--- src/rtl/ex_forward_ctrl_if.sv ---
// EX-stage hazard/forwarding bundle between the pipeline and the controller.
// master = pipeline datapath side, slave = ex_forward_ctrl.
interface ex_forward_ctrl_if #(
  parameter int STALL_CNT_W = 16
);
  logic                   ex_valid;
  logic [4:0]             ex_rs;
  logic [4:0]             ex_rt;
  logic [4:0]             ex_dest_reg;
  logic                   ex_reg_write;
  logic                   ex_mem_read;
  logic [4:0]             id_rs;
  logic [4:0]             id_rt;
  logic                   id_uses_rt;
  logic                   mem_wait;
  logic                   stat_clr;
  logic [1:0]             forwd_mux1_ctrl;
  logic [1:0]             forwd_mux2_ctrl;
  logic                   stall;
  logic                   bubble;
  logic [STALL_CNT_W-1:0] stall_count;

  modport master (
    output ex_valid,
    output ex_rs,
    output ex_rt,
    output ex_dest_reg,
    output ex_reg_write,
    output ex_mem_read,
    output id_rs,
    output id_rt,
    output id_uses_rt,
    output mem_wait,
    output stat_clr,
    input  forwd_mux1_ctrl,
    input  forwd_mux2_ctrl,
    input  stall,
    input  bubble,
    input  stall_count
  );

  modport slave (
    input  ex_valid,
    input  ex_rs,
    input  ex_rt,
    input  ex_dest_reg,
    input  ex_reg_write,
    input  ex_mem_read,
    input  id_rs,
    input  id_rt,
    input  id_uses_rt,
    input  mem_wait,
    input  stat_clr,
    output forwd_mux1_ctrl,
    output forwd_mux2_ctrl,
    output stall,
    output bubble,
    output stall_count
  );
endinterface

--- src/rtl/ex_forward_ctrl.sv ---
// EX-stage forwarding select and load-use hazard controller
// with private EX/MEM and MEM/WB shadows and a stall counter.
module ex_forward_ctrl #(
  parameter int STALL_CNT_W = 16
) (
  input logic              clk,
  input logic              rst_n,
  ex_forward_ctrl_if.slave fwd
);

  typedef struct packed {
    logic [4:0] dest;
    logic       rw;
    logic       ld;
  } mem_sh_t;

  typedef struct packed {
    logic [4:0] dest;
    logic       rw;
  } wb_sh_t;

  localparam logic [1:0] SEL_REG = 2'b00;
  localparam logic [1:0] SEL_WB  = 2'b01;
  localparam logic [1:0] SEL_MEM = 2'b10;

  localparam logic [STALL_CNT_W-1:0] CNT_MAX = '1;
  localparam logic [STALL_CNT_W-1:0] CNT_ONE =
    {{(STALL_CNT_W-1){1'b0}}, 1'b1};

  mem_sh_t                mem_q, mem_d;
  wb_sh_t                 wb_q, wb_d;
  logic [STALL_CNT_W-1:0] cnt_q, cnt_d;

  logic       mem_hit1, wb_hit1;
  logic       mem_hit2, wb_hit2;
  logic [1:0] sel1, sel2;
  logic       id_rs_hit, id_rt_hit;
  logic       lu;
  logic       stall;
  logic       bubble;

  // Hits are made mutually exclusive so MEM (younger) wins over WB.
  always_comb begin
    mem_hit1 = fwd.ex_valid && mem_q.rw &&
               (mem_q.dest != 5'd0) &&
               (mem_q.dest == fwd.ex_rs);
    mem_hit2 = fwd.ex_valid && mem_q.rw &&
               (mem_q.dest != 5'd0) &&
               (mem_q.dest == fwd.ex_rt);
    wb_hit1  = fwd.ex_valid && wb_q.rw &&
               (wb_q.dest != 5'd0) &&
               (wb_q.dest == fwd.ex_rs) && !mem_hit1;
    wb_hit2  = fwd.ex_valid && wb_q.rw &&
               (wb_q.dest != 5'd0) &&
               (wb_q.dest == fwd.ex_rt) && !mem_hit2;
  end

  always_comb begin
    sel1 = SEL_REG;
    unique case (1'b1)
      mem_hit1: sel1 = SEL_MEM;
      wb_hit1:  sel1 = SEL_WB;
      default:  sel1 = SEL_REG;
    endcase
  end

  always_comb begin
    sel2 = SEL_REG;
    unique case (1'b1)
      mem_hit2: sel2 = SEL_MEM;
      wb_hit2:  sel2 = SEL_WB;
      default:  sel2 = SEL_REG;
    endcase
  end

  always_comb begin
    id_rs_hit = (fwd.ex_dest_reg == fwd.id_rs);
    id_rt_hit = fwd.id_uses_rt &&
                (fwd.ex_dest_reg == fwd.id_rt);
    lu        = fwd.ex_valid && fwd.ex_mem_read &&
                (fwd.ex_dest_reg != 5'd0) &&
                (id_rs_hit || id_rt_hit);
    stall     = lu || fwd.mem_wait;
    bubble    = lu && !fwd.mem_wait;
  end

  always_comb begin
    mem_d = mem_q;
    wb_d  = wb_q;
    if (!fwd.mem_wait) begin
      mem_d.dest = fwd.ex_dest_reg;
      mem_d.rw   = fwd.ex_reg_write && fwd.ex_valid;
      mem_d.ld   = fwd.ex_mem_read && fwd.ex_valid;
      wb_d.dest  = mem_q.dest;
      wb_d.rw    = mem_q.rw;
    end
  end

  // Clear beats increment when both happen on the same edge.
  always_comb begin
    cnt_d = cnt_q;
    if (fwd.stat_clr) begin
      cnt_d = '0;
    end else if (stall && (cnt_q != CNT_MAX)) begin
      cnt_d = cnt_q + CNT_ONE;
    end
  end

  always_ff @(posedge clk or negedge rst_n) begin
    if (!rst_n) begin
      mem_q <= '0;
      wb_q  <= '0;
      cnt_q <= '0;
    end else begin
      mem_q <= mem_d;
      wb_q  <= wb_d;
      cnt_q <= cnt_d;
    end
  end

  assign fwd.forwd_mux1_ctrl = sel1;
  assign fwd.forwd_mux2_ctrl = sel2;
  assign fwd.stall           = stall;
  assign fwd.bubble          = bubble;
  assign fwd.stall_count     = cnt_q;

  // A load result only exists at MEM/WB; mem_alu_out never carries it.
  a_no_load_from_mem : assert property (
    @(posedge clk) disable iff (!rst_n)
    !(mem_q.ld && ((sel1 == SEL_MEM) || (sel2 == SEL_MEM)))
  );

  a_bubble_implies_stall : assert property (
    @(posedge clk) disable iff (!rst_n)
    bubble |-> stall
  );

endmodule

--- src/flat_wrapper.sv ---
// flat-port wrapper written by rule: the top's interface ports become plain ports
module ex_forward_ctrl_flat 
#(
  parameter int STALL_CNT_W = 16
)
  (clk, rst_n, fwd_ex_valid, fwd_ex_rs, fwd_ex_rt, fwd_ex_dest_reg, fwd_ex_reg_write, fwd_ex_mem_read, fwd_id_rs, fwd_id_rt, fwd_id_uses_rt, fwd_mem_wait, fwd_stat_clr, fwd_forwd_mux1_ctrl, fwd_forwd_mux2_ctrl, fwd_stall, fwd_bubble, fwd_stall_count);
  ex_forward_ctrl_if #(.STALL_CNT_W(STALL_CNT_W)) fwd_i ();
  input logic clk;
  input logic rst_n;
  input wire logic [$bits(fwd_i.ex_valid)-1:0] fwd_ex_valid;
  input wire logic [$bits(fwd_i.ex_rs)-1:0] fwd_ex_rs;
  input wire logic [$bits(fwd_i.ex_rt)-1:0] fwd_ex_rt;
  input wire logic [$bits(fwd_i.ex_dest_reg)-1:0] fwd_ex_dest_reg;
  input wire logic [$bits(fwd_i.ex_reg_write)-1:0] fwd_ex_reg_write;
  input wire logic [$bits(fwd_i.ex_mem_read)-1:0] fwd_ex_mem_read;
  input wire logic [$bits(fwd_i.id_rs)-1:0] fwd_id_rs;
  input wire logic [$bits(fwd_i.id_rt)-1:0] fwd_id_rt;
  input wire logic [$bits(fwd_i.id_uses_rt)-1:0] fwd_id_uses_rt;
  input wire logic [$bits(fwd_i.mem_wait)-1:0] fwd_mem_wait;
  input wire logic [$bits(fwd_i.stat_clr)-1:0] fwd_stat_clr;
  output wire logic [$bits(fwd_i.forwd_mux1_ctrl)-1:0] fwd_forwd_mux1_ctrl;
  output wire logic [$bits(fwd_i.forwd_mux2_ctrl)-1:0] fwd_forwd_mux2_ctrl;
  output wire logic [$bits(fwd_i.stall)-1:0] fwd_stall;
  output wire logic [$bits(fwd_i.bubble)-1:0] fwd_bubble;
  output wire logic [$bits(fwd_i.stall_count)-1:0] fwd_stall_count;
  assign fwd_i.ex_valid = fwd_ex_valid;
  assign fwd_i.ex_rs = fwd_ex_rs;
  assign fwd_i.ex_rt = fwd_ex_rt;
  assign fwd_i.ex_dest_reg = fwd_ex_dest_reg;
  assign fwd_i.ex_reg_write = fwd_ex_reg_write;
  assign fwd_i.ex_mem_read = fwd_ex_mem_read;
  assign fwd_i.id_rs = fwd_id_rs;
  assign fwd_i.id_rt = fwd_id_rt;
  assign fwd_i.id_uses_rt = fwd_id_uses_rt;
  assign fwd_i.mem_wait = fwd_mem_wait;
  assign fwd_i.stat_clr = fwd_stat_clr;
  assign fwd_forwd_mux1_ctrl = fwd_i.forwd_mux1_ctrl;
  assign fwd_forwd_mux2_ctrl = fwd_i.forwd_mux2_ctrl;
  assign fwd_stall = fwd_i.stall;
  assign fwd_bubble = fwd_i.bubble;
  assign fwd_stall_count = fwd_i.stall_count;
  ex_forward_ctrl #(.STALL_CNT_W(STALL_CNT_W)) u_core (.clk(clk), .rst_n(rst_n), .fwd(fwd_i));
endmodule
--- config.mk ---
export PLATFORM = sky130hd
export DESIGN_NAME = ex_forward_ctrl_flat
export DESIGN_NICKNAME = d
export VERILOG_FILES = /design/src/rtl/ex_forward_ctrl_if.sv /design/src/rtl/ex_forward_ctrl.sv /design/src/flat_wrapper.sv
export SDC_FILE = /design/constraint.sdc
export NUM_CORES = 1
export LEC_CHECK = 0
export ABC_AREA = 0
export CORE_MARGIN = 2
export CORE_UTILIZATION = 45
export DETAILED_ROUTE_END_ITERATION = 8
export PLACE_DENSITY = 0.78
export SYNTH_ARGS = -nofsm -noshare
export SYNTH_HDL_FRONTEND = slang
export SYNTH_SLANG_ARGS = --single-unit
--- constraint.sdc ---
create_clock -name clk -period 4.45 [get_ports clk]
set_input_delay 0.6675 -clock clk [delete_from_list [all_inputs] [get_ports clk]]
set_output_delay 0.6675 -clock clk [all_outputs]
set_load 0.005 [all_outputs]
==> summary.md <==
| Metric | Value |
|---|---|
| # Post-CTS Setup Buffers | `0` |
| Vias per inst | `5.64` |
| Final setup viols | `0` |
| Largest family of logic cells by synthesized area | `simple AND/OR/NAND/NOR gates` |
| Simple-gate share of the synthesized area | `0.201` |
| CTS Root Cell | `clkbuf_8` |
| DR WL/cell | `15.9 µm` |
| Post-synthesis mux area share | `0.0767` |
| Mapped Area | `1750 µm²` |
| Antenna Cells | `0` |
| Port bufs | `54` |
| Post-synth top area cell | `dfrtp_1` |
| Hold_buf cts | `0` |
| Yosys reg bits | `28` |
| Total CTS buffers | `3` |
| Period utilization | `0.783` |
| M1 GR Usage | `0.284` |
| Non-filler cells, final | `275` |
| CP peak stage delay | `0.58 ns` |
| Final count of hold timing violations | `0` |
| Reg2Reg Capture Point | `u_core.fwd.stall_count[1]` |
| Most frequent cells after synthesis | `28 x dfrtp_1, 24 x xor2_1, 12 x or4_1` |
| First-pass GRT wire length | `7.31 mm` |
| CTS tree | `done` |
| Final Max Slew Viols | `0` |
| Total grt overflow | `0` |
| Iter 0 DRT Violations | `84` |
| Most used routing layer | `met2` |
| Io pins | `55` |
| Die area | `4390 µm²` |
| CP arrival | `2.81 ns` |
| Synthesized instance count | `173` |
| Residual DRC | `0` |
| GRT Total Usage | `0.214` |
| R2R cell count | `7` |
| Worst setup path end | `fwd_stall` |
| Crit path top cell by count | `clkdlybuf4s50_1` |
| Area contributors post-synth | `dfrtp_1 40%, xor2_1 12%, mux2_2 7.1%` |
| Worst Hold Slack | `0.511 ns` |
| Clk Latency, worst-skew pair | `0.27 ns` |
| Initial Util | `0.473` |
| Crit path depth | `6` |
| Vias in the first global route | `1,538` |
| Final ANT Viol Nets | `0` |
| DR vias | `1,551` |
| Number of flops mapped to enable cells by yosys | `0` |
| Worst setup EP type | `primary output` |
| Syn. warnings | `0` |
| CP Class | `in2out` |
| CTS Sinks | `28` |
| Syn nets | `207` |
| Unique masters post-synth | `36` |
| R2r setup slk | `1.74 ns` |
| GPL Wtd Cong | `0.820` |
| Post-synthesis xor/xnor area fraction | `0.156` |
| Final core utilization | `0.640` |
| Met2 Use GR | `0.375` |
| Synth Area in Compound Gates | `0.130` |
| Share of layout cells above drive strength 1 | `0.101` |
| Register area share after synthesis | `0.401` |
| Synth Flop Type | `dfrtp_1` |
| Die height | `66.3 µm` |
| Die width | `66.3 µm` |
| Clock Skew | `0.00320 ns` |
| Detailed Routing Iterations Pass 1 | `4` |
| Syn Area/Cell | `10.1 µm²` |
| CP cell instances | `clkdlybuf4s50_1, xor2_1, nor4_1, a32oi_1, o21bai_1, clkdlybuf4s50_1` |
| Worst path bufs/invs | `2` |
| Tmin final | `3.48 ns` |
| Worst setup path startpoint | `fwd_ex_dest_reg[3]` |
| CORE AREA | `3690 µm²` |
| Cell total after placement | `272` |
| Static leakage | `0.000851 µW` |
| Reg-to-reg critical path startpoint | `u_core.fwd.stall_count[0]` |
| Worst EP required | `3.78 ns` |
| Asr flop ratio synth | `1.00` |
| Post-Synth Adder-Cell Area | `0.00717` |
| Max Cap Viol | `0` |
| Power Dens Cells | `229 nW/µm²` |
| Slew Limit Headroom | `0.313` |
| Nets | `263` |
| Site Rows | `22` |
| Least-Margin Pin Slew | `1.03 ns` |
| CP max FO | `5` |
| Slowest CP cell | `clkdlybuf4s50_1` |
| Antenna violations before repair | `0` |
| Post-DP HPWL | `3.25 mm` |
| Fmax | `287 MHz` |
| Pin count of the biggest net entering global routing | `27` |
| Post-synth top area share | `0.401` |
| Longest Clk Path Bufs | `2` |
| Grt met3 use | `0.0392` |
| Setup_tns | `0 ns` |
| Dominant cell by count in the synthesized netlist | `dfrtp_1` |
| DRT Wirelength | `4.37 mm` |
| Clk slew on worst S/H paths | `0.09 ns` |
| Outcome | `finished, final reports clean` |
| RSZ-0062 raised after global routing | `no` |
| CTS-repair resized insts | `0` |
| Worst Hold Class | `reg2reg` |
| Crit-path leading delay family | `buffers and inverters` |
| # H-tree levels | `1` |
| Worst VDD drop | `224 µV` |
| Area delta synth->final | `35.2%` |
| Crit path launch type | `input pin` |
==> final cells by class <==
type	instances	area, µm²
multi-input cells	138	995
repair buffers	56	556
inverters	2	7.51
flip-flops and latches	28	701
fillers	322	1330
clock buffers	3	41.3
well taps	48	60.1
==> power by group <==
group | switching (µW) | leakage, µW | total [µW] | internal [µW]
clock | 74.0 | 0.0000216 | 135 | 60.7
combinational | 46.8 | 0.000464 | 114 | 66.9
sequential | 23.3 | 0.000365 | 292 | 269
==> placed cells by master, fill, tap and decap left out, drive strengths merged, types with 2 or more instances in the layout <==
master / synthesis / layout
nand4: 3 / 3
xnor2: 7 / 7
inv: 2 / 2
a21oi: 12 / 12
or4: 12 / 12
mux2: 11 / 11
dfrtp: 28 / 28
o21ai: 6 / 6
o211ai: 3 / 3
or3: 5 / 5
nor2: 9 / 9
o31ai: 6 / 6
clkdlybuf4s50: 0 / 54
nand2: 10 / 10
clkbuf: 2 / 3
nor4: 6 / 6
nor3: 5 / 5
nand3: 8 / 8
buf: 3 / 2
xor2: 24 / 24
==> cells by family after synthesis <==
group	Yosys count
flops	28
mux	12
compound gates	32
fa+ha+maj	1
simple gates	62
xor+xnor	31
buf+inv	7
==> worst reg2reg max path, delay by kind of cell (launching register included) <==
kind,cells,cell delay (ns)
DFF,1,0.45
muxes,1,0.28
adders and majority gates,1,0.21
AOI/OAI and AO/OA,1,0.77
and+or+nand+nor,4,0.88
==> stage by stage <==
| stage | worst slack (ns) | instance area, µm² | total power, µW |
|---|---|---|---|
| 3_3_place_gp | 1.05 | 2320 | 408 |
| 3_5_place_dp | 0.973 | 2320 | 411 |
| 6_report | 0.968 | 2360 | 541 |
| 4_1_cts | 0.953 | 2360 | 546 |
| 5_1_grt | 0.779 | 2360 | 572 |
| 2_1_floorplan | 2.10 | 1750 | 351 |
==> how the worst min path moves through the flow <==
| stage | slack (ns) | to | start | cells after the start |
|---|---|---|---|---|
| floorplan | 0.37 | u_core.fwd.stall_count[0] | rst_n | 0 |
| global placement | 0.49 | u_core.wb_q[0] | u_core.wb_q[0] | 1 |
| detailed placement | 0.49 | u_core.wb_q[0] | u_core.wb_q[0] | 1 |
| CTS | 0.52 | u_core.wb_q[0] | u_core.wb_q[0] | 1 |
| global route | 0.55 | u_core.wb_q[0] | u_core.wb_q[0] | 1 |
| finish | 0.51 | u_core.wb_q[0] | u_core.wb_q[0] | 1 |
==> registers in the layout, indices dropped and copies added, names as in the netlist <==
| register | count |
|---|---|
| u_core.fwd.stall_count | 16 |
| u_core.mem_q | 6 |
| u_core.wb_q | 6 |
==> per-layer routing <==
metal / wire length [µm] / part of all wire / vias to the layer above
li1: - / - / 755
met1: 1940 / 0.44 / 750
met2: 2180 / 0.50 / 44
met3: 226 / 0.052 / 2
met4: 13 / 0.0030 / 0
met5: 0 / 0 / -
(Power assumes the default switching activity.)
